--- src/rtl/memory_ctrl_pkg.sv ---
// Shared types and lane helpers for the memory-stage data-bus controller.
package pipes;

  localparam int unsigned ADDR_W = 64;
  localparam int unsigned DATA_W = 64;

  typedef enum logic [1:0] {IDLE, REQ, DONE, ABORT} memctl_state_t;

  typedef logic [1:0] mem_size_t;

  typedef struct packed {
    logic              store;
    mem_size_t         size;
    logic              uns;
    logic [ADDR_W-1:0] addr;
    logic [DATA_W-1:0] wdata;
  } mem_op_t;

  typedef struct packed {
    logic              valid;
    logic [ADDR_W-1:0] addr;
    mem_size_t         size;
    logic [7:0]        strobe;
    logic [DATA_W-1:0] data;
  } dbus_req_t;

  typedef struct packed {
    logic              data_ok;
    logic [DATA_W-1:0] data;
  } dbus_resp_t;

  // Byte-lane enables for a store; lanes past byte 7 fall off the top.
  function automatic logic [7:0] store_strobe(mem_size_t size, logic [2:0] off);
    logic [7:0] base;
    case (size)
      2'd0:    base = 8'h01;
      2'd1:    base = 8'h03;
      2'd2:    base = 8'h0F;
      default: base = 8'hFF;
    endcase
    return base << off;
  endfunction

  function automatic logic misaligned(mem_size_t size, logic [2:0] off);
    case (size)
      2'd0:    return 1'b0;
      2'd1:    return off[0];
      2'd2:    return |off[1:0];
      default: return |off;
    endcase
  endfunction

endpackage

--- src/rtl/memory_ctrl_if.sv ---
// Pipeline and data-bus signals of the memory-stage controller.
interface memory_ctrl_if;
  import pipes::*;

  logic              req_valid;
  logic              req_ready;
  logic              req_store;
  mem_size_t         req_size;
  logic              req_unsigned;
  logic [ADDR_W-1:0] req_addr;
  logic [DATA_W-1:0] req_wdata;
  logic              flush;
  logic              resp_valid;
  logic              resp_ready;
  logic [DATA_W-1:0] resp_rdata;
  logic              resp_misalign;
  logic              stall;
  dbus_req_t         dreq;
  dbus_resp_t        dresp;

  modport master (
    output req_valid, req_store, req_size, req_unsigned, req_addr, req_wdata,
           flush, resp_ready, dresp,
    input  req_ready, resp_valid, resp_rdata, resp_misalign, stall, dreq
  );

  modport slave (
    input  req_valid, req_store, req_size, req_unsigned, req_addr, req_wdata,
           flush, resp_ready, dresp,
    output req_ready, resp_valid, resp_rdata, resp_misalign, stall, dreq
  );

endinterface

--- src/rtl/memory_ctrl_extract.sv ---
// Load-data lane extraction: shift the addressed bytes down and extend.
module memctl_extract
  import pipes::*;
(
  input  logic [2:0]        i_off,
  input  mem_size_t         i_size,
  input  logic              i_uns,
  input  logic [DATA_W-1:0] i_data,
  output logic [DATA_W-1:0] o_result
);

  logic [DATA_W-1:0] w_shift;

  assign w_shift = i_data >> {i_off, 3'b000};

  always_comb begin
    o_result = w_shift;
    case (i_size)
      2'd0:    o_result = i_uns ? {56'd0, w_shift[7:0]}  : {{56{w_shift[7]}},  w_shift[7:0]};
      2'd1:    o_result = i_uns ? {48'd0, w_shift[15:0]} : {{48{w_shift[15]}}, w_shift[15:0]};
      2'd2:    o_result = i_uns ? {32'd0, w_shift[31:0]} : {{32{w_shift[31]}}, w_shift[31:0]};
      default: o_result = w_shift;
    endcase
  end

endmodule

--- src/rtl/memory_ctrl.sv ---
// Memory-stage load/store sequencer owning the data bus request.
// Optional misalignment trap: MEMCTL_MISALIGN_CHECK_EN.
module memory_ctrl
  import pipes::*;
(
  input  logic          clk,
  input  logic          reset,
  memory_ctrl_if.slave  bus
);

  memctl_state_t     r_state, w_state_nxt;
  dbus_req_t         r_dreq, w_dreq_nxt, w_new_req;
  logic [DATA_W-1:0] r_rdata, w_rdata_nxt, w_ext;
  logic              r_misalign, w_misalign_nxt;
  logic              r_store, r_uns;
  mem_size_t         r_size;
  logic [2:0]        r_off;
  mem_op_t           w_in;
  logic              w_accept, w_go;

  assign w_in = '{store: bus.req_store, size: bus.req_size, uns: bus.req_unsigned,
                  addr: bus.req_addr, wdata: bus.req_wdata};

  assign bus.req_ready = ((r_state == IDLE) || ((r_state == DONE) && bus.resp_ready)) && !bus.flush;
  assign w_accept      = bus.req_valid && bus.req_ready;

  // Bus request for the incoming op, lanes placed by the low address bits.
  always_comb begin
    w_new_req        = '0;
    w_new_req.valid  = 1'b1;
    w_new_req.addr   = {w_in.addr[ADDR_W-1:3], 3'b000};
    w_new_req.size   = w_in.size;
    w_new_req.strobe = w_in.store ? store_strobe(w_in.size, w_in.addr[2:0]) : 8'h00;
    w_new_req.data   = w_in.store ? (w_in.wdata << {w_in.addr[2:0], 3'b000}) : '0;
  end

  memctl_extract u_extract (
    .i_off    (r_off),
    .i_size   (r_size),
    .i_uns    (r_uns),
    .i_data   (bus.dresp.data),
    .o_result (w_ext)
  );

  // Next-state and next-output decode.
  always_comb begin
    w_state_nxt    = r_state;
    w_dreq_nxt     = r_dreq;
    w_rdata_nxt    = r_rdata;
    w_misalign_nxt = r_misalign;
    w_go           = 1'b0;
    case (r_state)
      IDLE: w_go = w_accept;
      REQ: begin
        if (bus.dresp.data_ok) begin
          w_dreq_nxt = '0;
          if (bus.flush) begin
            w_state_nxt = IDLE;
          end else begin
            w_state_nxt    = DONE;
            w_rdata_nxt    = r_store ? '0 : w_ext;
            w_misalign_nxt = 1'b0;
          end
        end else if (bus.flush) begin
          w_state_nxt = ABORT;
        end
      end
      ABORT: begin
        if (bus.dresp.data_ok) begin
          w_dreq_nxt  = '0;
          w_state_nxt = IDLE;
        end
      end
      DONE: begin
        if (w_accept) w_go = 1'b1;
        else if (bus.flush || bus.resp_ready) w_state_nxt = IDLE;
      end
      default: w_state_nxt = IDLE;
    endcase

    if (w_go) begin
`ifdef MEMCTL_MISALIGN_CHECK_EN
      if (misaligned(w_in.size, w_in.addr[2:0])) begin
        w_state_nxt    = DONE;
        w_dreq_nxt     = '0;
        w_rdata_nxt    = '0;
        w_misalign_nxt = 1'b1;
      end else
`endif
      begin
        w_state_nxt    = REQ;
        w_dreq_nxt     = w_new_req;
        w_misalign_nxt = 1'b0;
      end
    end
  end

  always_ff @(posedge clk or negedge reset) begin
    if (!reset) begin
      r_state    <= IDLE;
      r_dreq     <= '0;
      r_rdata    <= '0;
      r_misalign <= 1'b0;
      r_store    <= 1'b0;
      r_uns      <= 1'b0;
      r_size     <= 2'd0;
      r_off      <= 3'd0;
    end else begin
      r_state    <= w_state_nxt;
      r_dreq     <= w_dreq_nxt;
      r_rdata    <= w_rdata_nxt;
      r_misalign <= w_misalign_nxt;
      if (w_go) begin
        r_store <= w_in.store;
        r_uns   <= w_in.uns;
        r_size  <= w_in.size;
        r_off   <= w_in.addr[2:0];
      end
    end
  end

  assign bus.dreq          = r_dreq;
  assign bus.resp_valid    = (r_state == DONE);
  assign bus.resp_rdata    = r_rdata;
  assign bus.resp_misalign = r_misalign;
  assign bus.stall         = (r_state == REQ) || (r_state == ABORT);

endmodule

--- src/flat_wrapper.sv ---
// flat-port wrapper written by rule: the top's interface ports become plain ports
module memory_ctrl_flat import pipes::*;
  (clk, reset, bus_req_valid, bus_req_store, bus_req_size, bus_req_unsigned, bus_req_addr, bus_req_wdata, bus_flush, bus_resp_ready, bus_dresp, bus_req_ready, bus_resp_valid, bus_resp_rdata, bus_resp_misalign, bus_stall, bus_dreq);
  memory_ctrl_if bus_i ();
  input  logic clk;
  input  logic reset;
  input wire logic [$bits(bus_i.req_valid)-1:0] bus_req_valid;
  input wire logic [$bits(bus_i.req_store)-1:0] bus_req_store;
  input wire logic [$bits(bus_i.req_size)-1:0] bus_req_size;
  input wire logic [$bits(bus_i.req_unsigned)-1:0] bus_req_unsigned;
  input wire logic [$bits(bus_i.req_addr)-1:0] bus_req_addr;
  input wire logic [$bits(bus_i.req_wdata)-1:0] bus_req_wdata;
  input wire logic [$bits(bus_i.flush)-1:0] bus_flush;
  input wire logic [$bits(bus_i.resp_ready)-1:0] bus_resp_ready;
  input wire logic [$bits(bus_i.dresp)-1:0] bus_dresp;
  output wire logic [$bits(bus_i.req_ready)-1:0] bus_req_ready;
  output wire logic [$bits(bus_i.resp_valid)-1:0] bus_resp_valid;
  output wire logic [$bits(bus_i.resp_rdata)-1:0] bus_resp_rdata;
  output wire logic [$bits(bus_i.resp_misalign)-1:0] bus_resp_misalign;
  output wire logic [$bits(bus_i.stall)-1:0] bus_stall;
  output wire logic [$bits(bus_i.dreq)-1:0] bus_dreq;
  assign bus_i.req_valid = bus_req_valid;
  assign bus_i.req_store = bus_req_store;
  assign bus_i.req_size = bus_req_size;
  assign bus_i.req_unsigned = bus_req_unsigned;
  assign bus_i.req_addr = bus_req_addr;
  assign bus_i.req_wdata = bus_req_wdata;
  assign bus_i.flush = bus_flush;
  assign bus_i.resp_ready = bus_resp_ready;
  assign bus_i.dresp = bus_dresp;
  assign bus_req_ready = bus_i.req_ready;
  assign bus_resp_valid = bus_i.resp_valid;
  assign bus_resp_rdata = bus_i.resp_rdata;
  assign bus_resp_misalign = bus_i.resp_misalign;
  assign bus_stall = bus_i.stall;
  assign bus_dreq = bus_i.dreq;
  memory_ctrl u_core (.clk(clk), .reset(reset), .bus(bus_i));
endmodule
--- config.mk ---
export PLATFORM = sky130hd
export DESIGN_NAME = memory_ctrl_flat
export DESIGN_NICKNAME = d
export VERILOG_FILES = /design/src/rtl/memory_ctrl_pkg.sv /design/src/rtl/memory_ctrl_if.sv /design/src/rtl/memory_ctrl_extract.sv /design/src/rtl/memory_ctrl.sv /design/src/flat_wrapper.sv
export SDC_FILE = /design/constraint.sdc
export NUM_CORES = 1
export LEC_CHECK = 0
export BUFFER_PORTS_ARGS = -buffer_cell sky130_fd_sc_hd__buf_2
export CAP_MARGIN = 40
export CORE_AREA = 5 5 155 157
export DETAILED_ROUTE_END_ITERATION = 6
export DIE_AREA = 0 0 160 162
export PLACE_DENSITY_LB_ADDON = 0.08
export RECOVER_POWER = 50
export SETUP_SLACK_MARGIN = 0.1
export SLEW_MARGIN = 5
export SYNTH_ARGS = -nofsm -noshare
export SYNTH_HDL_FRONTEND = slang
export SYNTH_SLANG_ARGS = --single-unit
export TNS_END_PERCENT = 5
--- constraint.sdc ---
create_clock -name clk -period 2.36 [get_ports clk]
set_input_delay 0.472 -clock clk [delete_from_list [all_inputs] [get_ports clk]]
set_output_delay 0.472 -clock clk [all_outputs]
set_load 0.05 [all_outputs]
==> reports/qor.tcl <==
set qor(grt_start_max_net_pins) 82
set qor(pwr_density_cell_nw_per_um2) 1180
set qor(grt_util_all_layers_pct) 29.0
set qor(clkTransAtPathRegs_ns) 0.06
set qor(postSynth.topFlopCell) {sky130_fd_sc_hd__dfrtp_1}
set qor(timing.critical_path.cells) {or2_2 > o22ai_2 > and4b_1 > a211oi_4 > buf_4 > buf_12 > o31ai_1}
set qor(fp.coreArea_sq_um) 22400
set qor(outcome) {completed}
set qor(synth_area_per_cell_sq_um) 10.5
set qor(antenna_found_initial) 3
set qor(hold_path.class) {in -> reg}
set qor(detail-route-antenna-nets) 0
set qor(cp_slowest_cell) {sky130_fd_sc_hd__dfrtp_4}
set qor(overflow) 0
set qor(fin_setup_tns_ns) 0
set qor(critical_path_class) {reg -> reg}
set qor(number_of_maximum_capacitance_violations) 0
set qor(vdd_drop_max_v) 0.000676
set qor(whs_ns) 0.163
set qor(drcViolationCount) 0
set qor(clk_path_buf_depth) 3
set qor(synth.ff_latch_count) 209
set qor(fin_total_pwr_mw) 17.0
set qor(endpoint_kind) {flip-flop}
set qor(synthesis.instances) 1077
set qor(timing.fmax_mhz) 453
set qor(cp_data_required_time_ns) 2.75
set qor(crit_path_launch_type) {flip-flop}
set qor(routed_wire_length_per_instance_um) 22.5
set qor(count_of_clock_tree_sinks) 209
set qor(period_share_pct) 93.6
set qor(clkPwrFrac_pct) 25.6
set qor(clock_buffers_created_by_tritoncts) 25
set qor(relative_contribution_of_combinational_cells_to_total_power_pct) 44.8
set qor(worstPathMaxFanout) 16
set qor(pre_cts_ws_ns) 0.136
set qor(grt_pass1_vias) 10500
set qor(fp-row-count) 55
set qor(synth.cell_area_sq_um) 11300
set qor(dr_total_vias) 10400
set qor(port_buffers) 404
set qor(detail_route.iter0.violations) 889
set qor(intPower_mw) 9.31
set qor(slew_headroom_pct) 28.8
set qor(synth-async-reset-ratio_pct) 100
set qor(timing.final.max_slew_violations) 0
set qor(clock_tree.htree_level_count) 1
set qor(power_switching_share_pct) 45.4
set qor(transition_time_of_the_tightest_slew_check_pin_ns) 1.07
set qor(synth_seq_area_share_pct) 46.3
set qor(setup_violations) 0
set qor(post_route_cells_drive_above_1_share_pct) 33.9
set qor(fin_skew_ns) 0.00822
set qor(drt-pass1-iter-count) 6
set qor(number_of_flops_mapped_to_enable_cells_by_yosys) 0
set qor(dieArea_sq_um) 25900
set qor(gp_congestion) 0.961
set qor(die_w_um) 160
set qor(cts_tree) {built}
set qor(static_leak_nw) 7.02
set qor(timing.final.crit_period_ns) 2.21
set qor(ys_types) 51
set qor(design.final.nets) 1651
set qor(ys.warnings.count) 0
set qor(sequentialPowerShare_pct) 29.6
set qor(timing.critical_path.slowest_cell_delay_ns) 0.57
set qor(finalWirelength_mm) 39.5
set qor(clkLatencyLatePin_ns) 0.53
set qor(detail_route.vias_per_cell) 5.93
set qor(pin_count) 409
set qor(layout_setup_ws_ns) 0.151
set qor(die_y_um) 162
set qor(global_route_wire_length_before_repair_mm) 60.1
set qor(rsz_0062_raised_after_global_routing) {no}
set qor(cts-root-buf) {sky130_fd_sc_hd__clkbuf_16}
set qor(diode_insertion_count_for_antenna_repair) 0
set qor(finalHoldViolations) 0
set qor(start_util_pct) 50.5
set qor(place_hpwl_mm) 29.1
set qor(layout-area-overhead-vs-synth_pct) 28.4
set qor(cp_data_arrival_time_ns) 2.60
set qor(total_switching_power_mw) 7.73
[critical path, delay by kind of cell, from the launching register on]
| kind | cells | cell delay (ns) |
|---|---|---|
| flops | 1 | 0.57 |
| compound gates | 3 | 0.54 |
| buf+inv | 2 | 0.33 |
| simple gates | 2 | 0.63 |
[Yosys cell counts, types with 2 or more instances]
cell | count | area [sq um]
sky130_fd_sc_hd__or2_2 | 3 | 18.8
sky130_fd_sc_hd__nand2_1 | 144 | 541
sky130_fd_sc_hd__o21a_1 | 6 | 45.0
sky130_fd_sc_hd__and2_1 | 2 | 12.5
sky130_fd_sc_hd__clkbuf_1 | 65 | 244
sky130_fd_sc_hd__o31ai_2 | 7 | 87.6
sky130_fd_sc_hd__buf_6 | 4 | 45.0
sky130_fd_sc_hd__a22o_1 | 88 | 771
sky130_fd_sc_hd__o221ai_1 | 11 | 96.3
sky130_fd_sc_hd__mux2_2 | 24 | 270
sky130_fd_sc_hd__a2bb2oi_1 | 7 | 61.3
sky130_fd_sc_hd__o21ai_2 | 23 | 201
sky130_fd_sc_hd__o21ai_1 | 12 | 60.1
sky130_fd_sc_hd__buf_1 | 4 | 15.0
sky130_fd_sc_hd__o211ai_1 | 8 | 60.1
sky130_fd_sc_hd__buf_2 | 30 | 150
sky130_fd_sc_hd__inv_1 | 11 | 41.3
sky130_fd_sc_hd__a211oi_1 | 39 | 293
sky130_fd_sc_hd__nand2b_1 | 5 | 31.3
sky130_fd_sc_hd__o31ai_1 | 4 | 30.0
sky130_fd_sc_hd__nor2_1 | 37 | 139
sky130_fd_sc_hd__mux2i_1 | 84 | 841
sky130_fd_sc_hd__o21ai_0 | 79 | 395
sky130_fd_sc_hd__a21o_1 | 3 | 22.5
sky130_fd_sc_hd__a32oi_1 | 5 | 43.8
sky130_fd_sc_hd__nand3_1 | 2 | 10.0
sky130_fd_sc_hd__nor2b_1 | 21 | 131
sky130_fd_sc_hd__o22ai_1 | 15 | 93.8
sky130_fd_sc_hd__nor3_1 | 2 | 10.0
sky130_fd_sc_hd__a21oi_1 | 49 | 245
sky130_fd_sc_hd__nor2_2 | 2 | 12.5
sky130_fd_sc_hd__and3b_1 | 2 | 17.5
sky130_fd_sc_hd__a32o_1 | 9 | 90.1
sky130_fd_sc_hd__buf_4 | 7 | 52.6
sky130_fd_sc_hd__o22a_1 | 5 | 43.8
sky130_fd_sc_hd__dfrtp_1 | 209 | 5230
sky130_fd_sc_hd__mux4_2 | 29 | 653
sky130_fd_sc_hd__a31oi_1 | 7 | 43.8
[power groups by stage]
stage | Sequential, mW | Clock, mW | Combinational, mW
CTS | 5.03 | 4.43 | 7.67
detailed placement | 5.08 | 0 | 7.65
finish | 5.05 | 4.36 | 7.63
global route | 5.15 | 4.60 | 8.04
floorplan | 7.90 | 0 | 2.73
global placement | 5.06 | 0 | 7.58
[per-stage QoR]
stage | util [%] | area [sq um] | cells
global route | 64.8 | 14500 | 1753
global placement | 61.1 | 13700 | 1702
detailed placement | 61.1 | 13700 | 1702
CTS | 65.3 | 14600 | 1749
floorplan | - | 11300 | 1080
finish | 64.8 | 14500 | 1753
[routing by layer]
metal,vias up,wire [um],part of all wire (%),track usage (%)
li1,4743,-,-,-
met1,5054,15400,39,36.9
met2,487,19100,48,48.0
met3,99,3290,8.3,6.85
met4,6,1690,4.3,11.7
met5,-,28,0.071,0
[layout make-up]
cell class                 count  area [sq um]
clock buffer                  30           684
clock inverter                16           259
fill                        1905          7870
inverter                      11          41.3
multi-input combinational    750          5550
sequential                   209          5240
tap                          285           357
timing repair buffer         452          2370
[cell usage in the layout (no fill, tap or decap), drive strengths merged, types with 4 or more instances in the layout]
cell      netlist  routed
o22ai          15      15
clkinvlp        0       4
nor2           39      39
o22a            5       5
mux2           25      25
a21oi          49      49
inv            11      13
a32oi           5       5
mux2i          85      85
clkbuf         65     130
buf            45     351
clkinv          0       4
o221ai         11      11
nor2b          21      21
o31ai          11      11
o21ai         114     114
nand2         144     144
dfrtp         209     209
conb            1       4
o211ai          8       8
a2bb2oi         7       7
a211oi         40      40
bufinv          0       6
a32o            9       9
mux4           29      29
nand2b          5       5
o21a            6       6
a22o           88      88
a31oi           7       7
[what timing repair did]
| item | 4_1_cts | 5_1_grt |
|---|---|---|
| setup endpoints to repair | 0 | 5 |
| hold endpoints to repair | 57 | 0 |
| buffers inserted | 0 | 2 |
| hold buffers | 1 | 0 |
| gates resized for setup | 0 | 1 |
[cells by family (layout without fill, tap and decap cells)]
family | Yosys count | count (layout) | share of synthesized area (%)
multiplexers | 139 | 139 | 15.9
AO/OA/AOI/OAI | 382 | 382 | 24.3
other | 1 | 4 | 0.0332
AND/OR/NAND/NOR | 225 | 225 | 8.60
buffers and inverters | 121 | 509 | 4.85
flip-flops | 209 | 209 | 46.3
[flip-flops by register name, summed over array words and instances (netlist names)]
| name | count |
|---|---|
| u_core.r_size | 2 |
| u_core.bus.resp_rdata | 64 |
| u_core.bus.dreq | 136 |
| u_core.r_uns | 1 |
| u_core.r_store | 1 |
| u_core.r_off | 3 |
| u_core.r_state | 2 |
[worst paths after layout]
| check | from | endpoint | slack [ns] | cells past startpoint |
|---|---|---|---|---|
| max in group asynchronous | reset | u_core.bus.dreq[87] | 0.44 | 3 |
| setup reg to reg | u_core.r_off[0] | u_core.bus.resp_rdata[62] | 0.15 | 7 |
| setup / recovery | u_core.r_off[0] | u_core.bus.resp_rdata[62] | 0.15 | 7 |
| min in group asynchronous | reset | u_core.bus.resp_rdata[11] | 0.48 | 2 |
| hold reg to reg | u_core.bus.dreq[72] | u_core.bus.dreq[72] | 0.47 | 2 |
| hold / removal | bus_req_addr[30] | u_core.bus.dreq[104] | 0.16 | 2 |
(Power assumes the default switching activity.)
